==> src/rtl/mem_nibble_editor.sv <==
// mem_nibble_editor: DEPTH x WIDTH register file with a hex-digit editor front end.
//
// The user steps through addresses (VIEW), edits one hex digit at a time (EDIT) or sweeps
// the whole array to zero (CLEAR). Outputs feed a seven-segment stage: packed hex digits
// {addr, word} plus per-digit enables, with the digit under the cursor blinking in EDIT.
//
// Ports:
//   clk        system clock
//   reset_n    synchronous active-low reset
//   mode       0 VIEW, 1 EDIT, 2 CLEAR, 3 VIEW
//   inc, dec   single-cycle pulses: digit +1 / -1 (EDIT only)
//   nxt, prv   single-cycle pulses: move forward / back (address in VIEW, cursor in EDIT)
//   addr       current word address
//   word       mem[addr]
//   cursor     selected data digit, 0 = least significant
//   busy       CLEAR sweep in progress
//   disp_data  {addr zero-extended to whole digits, word}
//   disp_en    per-digit display enable, same order as disp_data
module mem_nibble_editor #(
    parameter int unsigned WIDTH      = 16,
    parameter int unsigned DEPTH      = 16,
    parameter int unsigned BLINK_HALF = 12_500_000,
    localparam int unsigned AW        = $clog2(DEPTH),
    localparam int unsigned NDATA     = WIDTH / 4,
    localparam int unsigned NADDR     = (AW + 3) / 4,
    localparam int unsigned CW        = (NDATA > 1) ? $clog2(NDATA) : 1
) (
    input  logic                         clk,
    input  logic                         reset_n,
    input  logic [1:0]                   mode,
    input  logic                         inc,
    input  logic                         dec,
    input  logic                         nxt,
    input  logic                         prv,
    output logic [AW-1:0]                addr,
    output logic [WIDTH-1:0]             word,
    output logic [CW-1:0]                cursor,
    output logic                         busy,
    output logic [4*(NADDR+NDATA)-1:0]   disp_data,
    output logic [NADDR+NDATA-1:0]       disp_en
);

    localparam int unsigned BW = $clog2(BLINK_HALF);

    localparam logic [1:0] ModeEdit  = 2'd1;
    localparam logic [1:0] ModeClear = 2'd2;

    logic [WIDTH-1:0] mem_q [DEPTH];

    logic [AW-1:0] addr_q, addr_d;
    logic [CW-1:0] cursor_q, cursor_d;
    logic          busy_q, busy_d;
    logic [AW-1:0] ptr_q, ptr_d;
    logic [1:0]    mode_prev_q;
    logic [BW-1:0] blink_cnt_q, blink_cnt_d;
    logic          blink_phase_q, blink_phase_d;

    logic             mem_we;
    logic [AW-1:0]    mem_waddr;
    logic [WIDTH-1:0] mem_wdata;
    logic             blink_force;

    logic             is_edit;
    logic             is_clear;
    logic             clear_entry;
    logic [AW-1:0]    addr_next;
    logic [AW-1:0]    addr_prev;
    logic [WIDTH-1:0] cur_word;
    logic [3:0]       cur_nib;
    logic [3:0]       new_nib;
    logic [CW+1:0]    nib_lsb;

    assign is_edit     = (mode == ModeEdit);
    assign is_clear    = (mode == ModeClear);
    assign clear_entry = is_clear && (mode_prev_q != ModeClear);

    // Explicit compare-and-wrap keeps non-power-of-2 DEPTH modulo correct.
    assign addr_next = (addr_q == AW'(DEPTH - 1)) ? '0 : addr_q + AW'(1);
    assign addr_prev = (addr_q == '0) ? AW'(DEPTH - 1) : addr_q - AW'(1);

    assign cur_word = mem_q[addr_q];
    assign nib_lsb  = {cursor_q, 2'b00};
    assign cur_nib  = cur_word[nib_lsb +: 4];
    assign new_nib  = inc ? (cur_nib + 4'd1) : (cur_nib - 4'd1);

    always_comb begin
        addr_d      = addr_q;
        cursor_d    = cursor_q;
        busy_d      = busy_q;
        ptr_d       = ptr_q;
        mem_we      = 1'b0;
        mem_waddr   = addr_q;
        mem_wdata   = cur_word;
        blink_force = 1'b0;

        if (is_clear) begin
            // Commands are ignored; only the sweep advances.
            if (clear_entry) begin
                busy_d = 1'b1;
                ptr_d  = '0;
            end else if (busy_q) begin
                mem_we    = 1'b1;
                mem_waddr = ptr_q;
                mem_wdata = '0;
                ptr_d     = ptr_q + AW'(1);
                if (ptr_q == AW'(DEPTH - 1)) begin
                    busy_d   = 1'b0;
                    addr_d   = '0;
                    cursor_d = '0;
                end
            end
        end else begin
            // Leaving CLEAR aborts any sweep; commands in this cycle still apply.
            busy_d = 1'b0;
            if (is_edit) begin
                // Edit targets the pre-move addr/cursor; move lands in the same cycle.
                if (inc ^ dec) begin
                    mem_we               = 1'b1;
                    mem_wdata[nib_lsb +: 4] = new_nib;
                    blink_force          = 1'b1;
                end
                if (nxt && !prv) begin
                    blink_force = 1'b1;
                    if (cursor_q == CW'(NDATA - 1)) begin
                        cursor_d = '0;
                        addr_d   = addr_next;
                    end else begin
                        cursor_d = cursor_q + CW'(1);
                    end
                end else if (prv && !nxt) begin
                    blink_force = 1'b1;
                    if (cursor_q == '0) begin
                        cursor_d = CW'(NDATA - 1);
                        addr_d   = addr_prev;
                    end else begin
                        cursor_d = cursor_q - CW'(1);
                    end
                end
                if (mode_prev_q != ModeEdit) begin
                    blink_force = 1'b1;
                end
            end else begin
                if (nxt && !prv) begin
                    addr_d = addr_next;
                end else if (prv && !nxt) begin
                    addr_d = addr_prev;
                end
            end
        end
    end

    // Restart the blink visible-phase on activity so the cursor digit shows immediately.
    always_comb begin
        blink_cnt_d   = blink_cnt_q + BW'(1);
        blink_phase_d = blink_phase_q;
        if (blink_force) begin
            blink_cnt_d   = '0;
            blink_phase_d = 1'b1;
        end else if (blink_cnt_q == BW'(BLINK_HALF - 1)) begin
            blink_cnt_d   = '0;
            blink_phase_d = ~blink_phase_q;
        end
    end

    always_ff @(posedge clk) begin
        if (!reset_n) begin
            for (int i = 0; i < int'(DEPTH); i++) begin
                mem_q[i] <= '0;
            end
            addr_q        <= '0;
            cursor_q      <= '0;
            busy_q        <= 1'b0;
            ptr_q         <= '0;
            mode_prev_q   <= 2'd0;
            blink_cnt_q   <= '0;
            blink_phase_q <= 1'b1;
        end else begin
            if (mem_we) begin
                mem_q[mem_waddr] <= mem_wdata;
            end
            addr_q        <= addr_d;
            cursor_q      <= cursor_d;
            busy_q        <= busy_d;
            ptr_q         <= ptr_d;
            mode_prev_q   <= mode;
            blink_cnt_q   <= blink_cnt_d;
            blink_phase_q <= blink_phase_d;
        end
    end

    logic [4*NADDR-1:0] addr_ext;
    assign addr_ext = (4 * NADDR)'(addr_q);

    assign addr      = addr_q;
    assign word      = cur_word;
    assign cursor    = cursor_q;
    assign busy      = busy_q;
    assign disp_data = {addr_ext, cur_word};

    always_comb begin
        disp_en = '1;
        if (is_edit && !busy_q) begin
            disp_en[cursor_q] = blink_phase_q;
        end
    end

endmodule

==> config.mk <==
export PLATFORM = sky130hd
export DESIGN_NAME = mem_nibble_editor
export DESIGN_NICKNAME = d
export VERILOG_FILES = /design/src/rtl/mem_nibble_editor.sv
export SDC_FILE = /design/constraint.sdc
export NUM_CORES = 1
export LEC_CHECK = 0
export CAP_MARGIN = 20
export CELL_PAD_IN_SITES_DETAIL_PLACEMENT = 1
export CELL_PAD_IN_SITES_GLOBAL_PLACEMENT = 1
export CORE_ASPECT_RATIO = 0.75
export CORE_UTILIZATION = 40
export CTS_BUF_LIST = sky130_fd_sc_hd__clkbuf_2
export CTS_CLUSTER_DIAMETER = 100
export DETAILED_ROUTE_END_ITERATION = 12
export PLACE_DENSITY_LB_ADDON = 0.1
export SYNTH_ARGS = -nofsm -noshare
export SYNTH_HDL_FRONTEND = slang
export SYNTH_SLANG_ARGS = --single-unit
==> constraint.sdc <==
create_clock -name clk -period 4.6 [get_ports clk]
set_clock_uncertainty 0.1 [all_clocks]
set_input_delay 0.92 -clock clk [delete_from_list [all_inputs] [get_ports clk]]
set_output_delay 0.92 -clock clk [all_outputs]
set_load 0.02 [all_outputs]
**Word level (Yosys, flattened, before mapping)**

Memory sizes are Yosys's and may differ from the RTL's. A register that Yosys moved wholly into a read port is not among the register bits.
Index checks and enable logic that the tools add are counted.

- Memories kept: 1
- RAM bits: 256
- Word-level logic and storage cells: 119
- Bits in registers: 38
- Latch bits: 0
- Memory bits (read-only): 0
- Output and inout port bits: 48
- Input bits: 8

- Equal/unequal tests: 13
- Multiplexer cells: 59
- Shifts and indexed selects: 3
- Order comparisons: 2
- Multipliers: 0
- Bitwise logic cells: 5
- Reduce and logical (&&, ||, !) cells: 20
- $add $sub $neg: 9
- Div/mod/pow operators: 0

Memories:

| name | words | bits a word | read ports | clocked after Yosys merged registers in | wr ports | RTL line | RTL |
|---|---|---|---|---|---|---|---|
| mem_q | 16 | 16 | 1 | 1 | 16 | 48 | `logic [WIDTH-1:0] mem_q [DEPTH];` |

Operators by type and width:

| kind | count |
|---|---|
| two-way mux 16 bit | 6 |
| two-way mux 4 bit | 22 |
| adder 24 x 1 -> 24 bit (second input constant) | 1 |
| == test 24 bit (second input constant) | 1 |
| two-way mux 1 bit | 19 |
| two-way mux 2 bit | 9 |
| bitwise mux 16 bit | 1 |
| OR reduction 16 bit | 1 |
| variable shift 4 x 6 -> 16 bit (first input constant) | 1 |
| indexed part select 16 x 5 -> 4 bit | 1 |
| indexed part select 4 x 6 -> 16 bit | 1 |
| adder 4 x 1 -> 4 bit (second input constant) | 3 |
| == test 4 bit (second input constant) | 2 |
| subtractor 4 x 1 -> 4 bit (second input constant) | 2 |
| != test 2 bit (second input constant) | 3 |
| negator 4 -> 6 bit | 1 |
| AND reduction 6 bit | 1 |
| logical AND 1 bit | 5 |
| two-way mux 5 bit | 1 |
| NOT 4 -> 5 bit | 1 |
| OR 5 bit | 1 |
| AND reduction 5 bit | 1 |
| == test 2 bit (second input constant) | 2 |
| zero test 4 bit | 1 |
| 18 further kinds | 24 |

**Logic depth before layout (Yosys ltp)**

- Word-level depth: 9
- Mapped depth: 15
- Depth with buffers taken out: 11

**Least setup slack after synthesis**

Ideal clock, no wire load.

- Path kind: reg2reg
- From: register (tool-made name)
- To: memory mem_q[6][15], data pin
- Setup slack: 11 ps
- Path buffers: 4
- Data required time: 4,236 ps
- Data arrival time: 4,225 ps
- Stages on the path, launching flop included: 16
- Clock period less this slack: 4,589 ps
- Setup time: 264 ps
- Cell sequence: dfxtp_1 buf_2 buf_2 buf_2 mux4_2 mux4_2 mux4_2 ha_1 nand2_1 nor2_1 a31oi_1 o31ai_1 xnor2_2 a32oi_4 buf_6 nor2_2

RTL lines:

| item | RTL line |
|---|---|
| to (decl) | 48 |

==> run metrics <==
Seq/Total Area, Yosys 0.619; Syn-to-layout area delta 15.8%; synth top area cells edfxtp_1 (56%), mux4_2 (10%), nor2_1 (8.1%); crit-path max cell delay 600 ps; clk slew on worst S/H paths 110 ps; first-pass GRT wire length 66,300 µm; unrepaired setup endpoints after global routing false; final cell count without fillers 1,707; Synth Warn # 0; TritonCTS clock tree done; core footprint 33,700 µm²; number of buffers created by CTS 79; reg-to-reg slack, setup 170 ps; HP Class reg2reg; row count 58; GR Overflow Total 0; Placed Cells 1,559; min Tclk post-route 4460 ps; post-place instance area 15,200 µm²; vias 9,519; total power 6.30 mW; Clock Path Buffers 3; depth of the CTS H-tree 3; mux cell area share after synthesis 0.137; EDFF count, synth 256; Detail Route met3 WL 3390 µm; largest family of logic cells by synthesized area simple AND/OR/NAND/NOR gates; # setup viols final 0; Compound-Gate Fraction of Synth Area 0.0372; Syn Std Cell Area 13,800 µm²; DR iter-0 viols 830; fin. max-slew vios 0; metal2 WL 19,700 µm; post-synthesis xor/xnor area fraction 0.0201; startpoint types flip-flop; WP data arrival 3440 ps; WHS Endpoint blink_cnt_q[0]; area leader, netlist edfxtp_1; cell mode on critical path mux4_2; final setup TNS 0 ps; chip height 163 µm; pwr/cell area 394 nW/µm²; Reg2Reg Capture Point mem_q[1][15]; outcome complete, no violations; IO Pins 56; fin util 0.473; Final Hold Viols 0; fin area 16,000 µm²; crit path cell chain buf_12 > mux4_2 > mux4_2 > buf_4 > clkdlybuf4s50_1; post-route ant nets 0; GP Congestion 0.795; Worst Tran Pin Value 1050 ps; input/output buffers 54; largest net degree at the start of global routing 40; CP required 3580 ps; Fillers 3,570; total iterations of the first detailed-routing run 5; hold path startpoint blink_cnt_q[0]; total wire length 45,000 µm; final worst slack 143 ps; WS Path Type reg2out; Buf/Inv on CP 3; # clock sinks 298; clk_lat worst skew 970 ps; drt drc 0; Via-to-Cell Ratio 5.58; Net Count, Synth 1,076; max_slew headroom 0.300; Synth Flop Type edfxtp_1; Top Family by Delay on Critical Path multiplexers; Fin Hold WS 371 ps; ranking of synthesized cells by instance count nor2_1 (297), edfxtp_1 (256), nand2_1 (67); number of max-cap violations 0; Root Buffer clkbuf_2; gr usage total 0.266; critical path endpoint category output pin; register bit total from synthesis 298; antenna violations before repair 2; WL per Instance 26.4 µm; DP Wirelength 29,300 µm; synthesized netlist cell count 1,055; Max FO, Critical Path 11; post-synthesis adder-cell area fraction 0.0123; Post-Syn Area per Cell 13.1 µm²; fmax 224 MHz; top cell type's share of synthesized area 0.558; Die Area 35,200 µm²; Leak 5.70 nW; Setup WS pre-CTS 139 ps; Die Span X 216 µm; peak supply drop 155 µV; FFs w/ async S/R, synth 0; leading cell type by number of instances after synthesis nor2_1; share of cells above drive strength 1 0.236; Slowest-stage cell, CP mux4_2; Synth Area in Simple Gates 0.138; reg2reg path depth 14; top sig layer met4; hold path depth 1; post-route clock period utilization 0.969; vias in the first global route 9,589; wl on met1 20,900 µm; initial core utilization 0.409; Final nets 1,215; Yosys cell types 49
[power breakdown]
part           internal, mW  switching [mW]  leakage [nW]
Sequential             3.02          0.0547          2.99
Combinational         0.535           0.814          2.17
Clock                 0.713            1.16         0.548
[cell type report]
class | instances | area, µm² | share of cell area
Antenna cell | 1 | 2.50 | 0.000157
Clock buffer | 111 | 556 | 0.0348
Clock inverter | 32 | 155 | 0.00972
Inverter | 14 | 52.6 | 0.00329
Multi-Input combinational cell | 659 | 4770 | 0.299
Sequential cell | 298 | 8540 | 0.535
Tap cell | 450 | 563 | 0.0353
Timing Repair Buffer | 142 | 1330 | 0.0831
[registers in the layout, summed over array words and instances (netlist names), named ones only]
signal / flops
mem_q: 256
blink_cnt_q: 24
addr: 4
ptr_q: 4
cursor: 2
mode_prev_q: 2
blink_phase_q: 1
busy: 1
[worst max-delay path by stage]
stage | start | end | slack, ps | cells after the start
2_1_floorplan | flip-flop | mem_q[6][15] | 10 | 15
3_3_place_gp | flip-flop | mem_q[3][15] | 220 | 11
3_5_place_dp | flip-flop | mem_q[0][7] | 140 | 10
4_1_cts | flip-flop | disp_data[0] | 10 | 5
5_1_grt | flip-flop | word[13] | 40 | 5
6_report | flip-flop | disp_data[13] | 140 | 5
[kinds of logic (layout without fill, tap and decap cells)]
group / after synthesis / count (layout)
DFF: 298 / 298
xor gates and xnor gates: 30 / 30
adders and majority gates: 13 / 13
other: 1 / 2
buffers and inverters: 98 / 299
AOI/OAI and AO/OA: 71 / 71
muxes: 91 / 91
and+or+nand+nor: 453 / 453
[timing repair]
action	in CTS	in global routing
pin swaps	0	2
buffers inserted	1	2
setup endpoints to repair	14	32
gates cloned	1	0
hold buffers	0	0
resized for setup	3	1
[cell usage in the layout (no fill, tap or decap), types with 4 or more instances in the layout]
cell             netlist  final
nand2b_1              10     10
clkdlybuf4s50_1        0     54
mux4_2                64     64
clkinv_1               0     21
xor2_1                16     16
nor2_2                10     10
nor3_1                 5      5
nand3_1               18     18
and3_1                 4      4
a32oi_1                5      5
clkinv_2               0      7
mux4_1                11     11
nand2_1               67     67
mux2i_1               16     15
ha_1                  12     12
nand4_1                7      7
inv_1                 14     14
nor2b_1               16     16
clkbuf_2               0    111
buf_12                 0      8
dfxtp_1               42     38
xnor2_1               12     12
a21oi_1               17     17
a22oi_1               14     14
and2_1                 6      6
nor4_1                 5      5
edfxtp_1             256    256
buf_4                 23     79
o21ai_0               16     16
nor2_1               297    297
[routing by layer]
metal,up-vias,GRT usage
met1,4958,0.385
met5,-,0
met3,68,0.0676
li1,4137,-
met2,356,0.391
met4,0,0.0819
(Power assumes the default switching activity.)
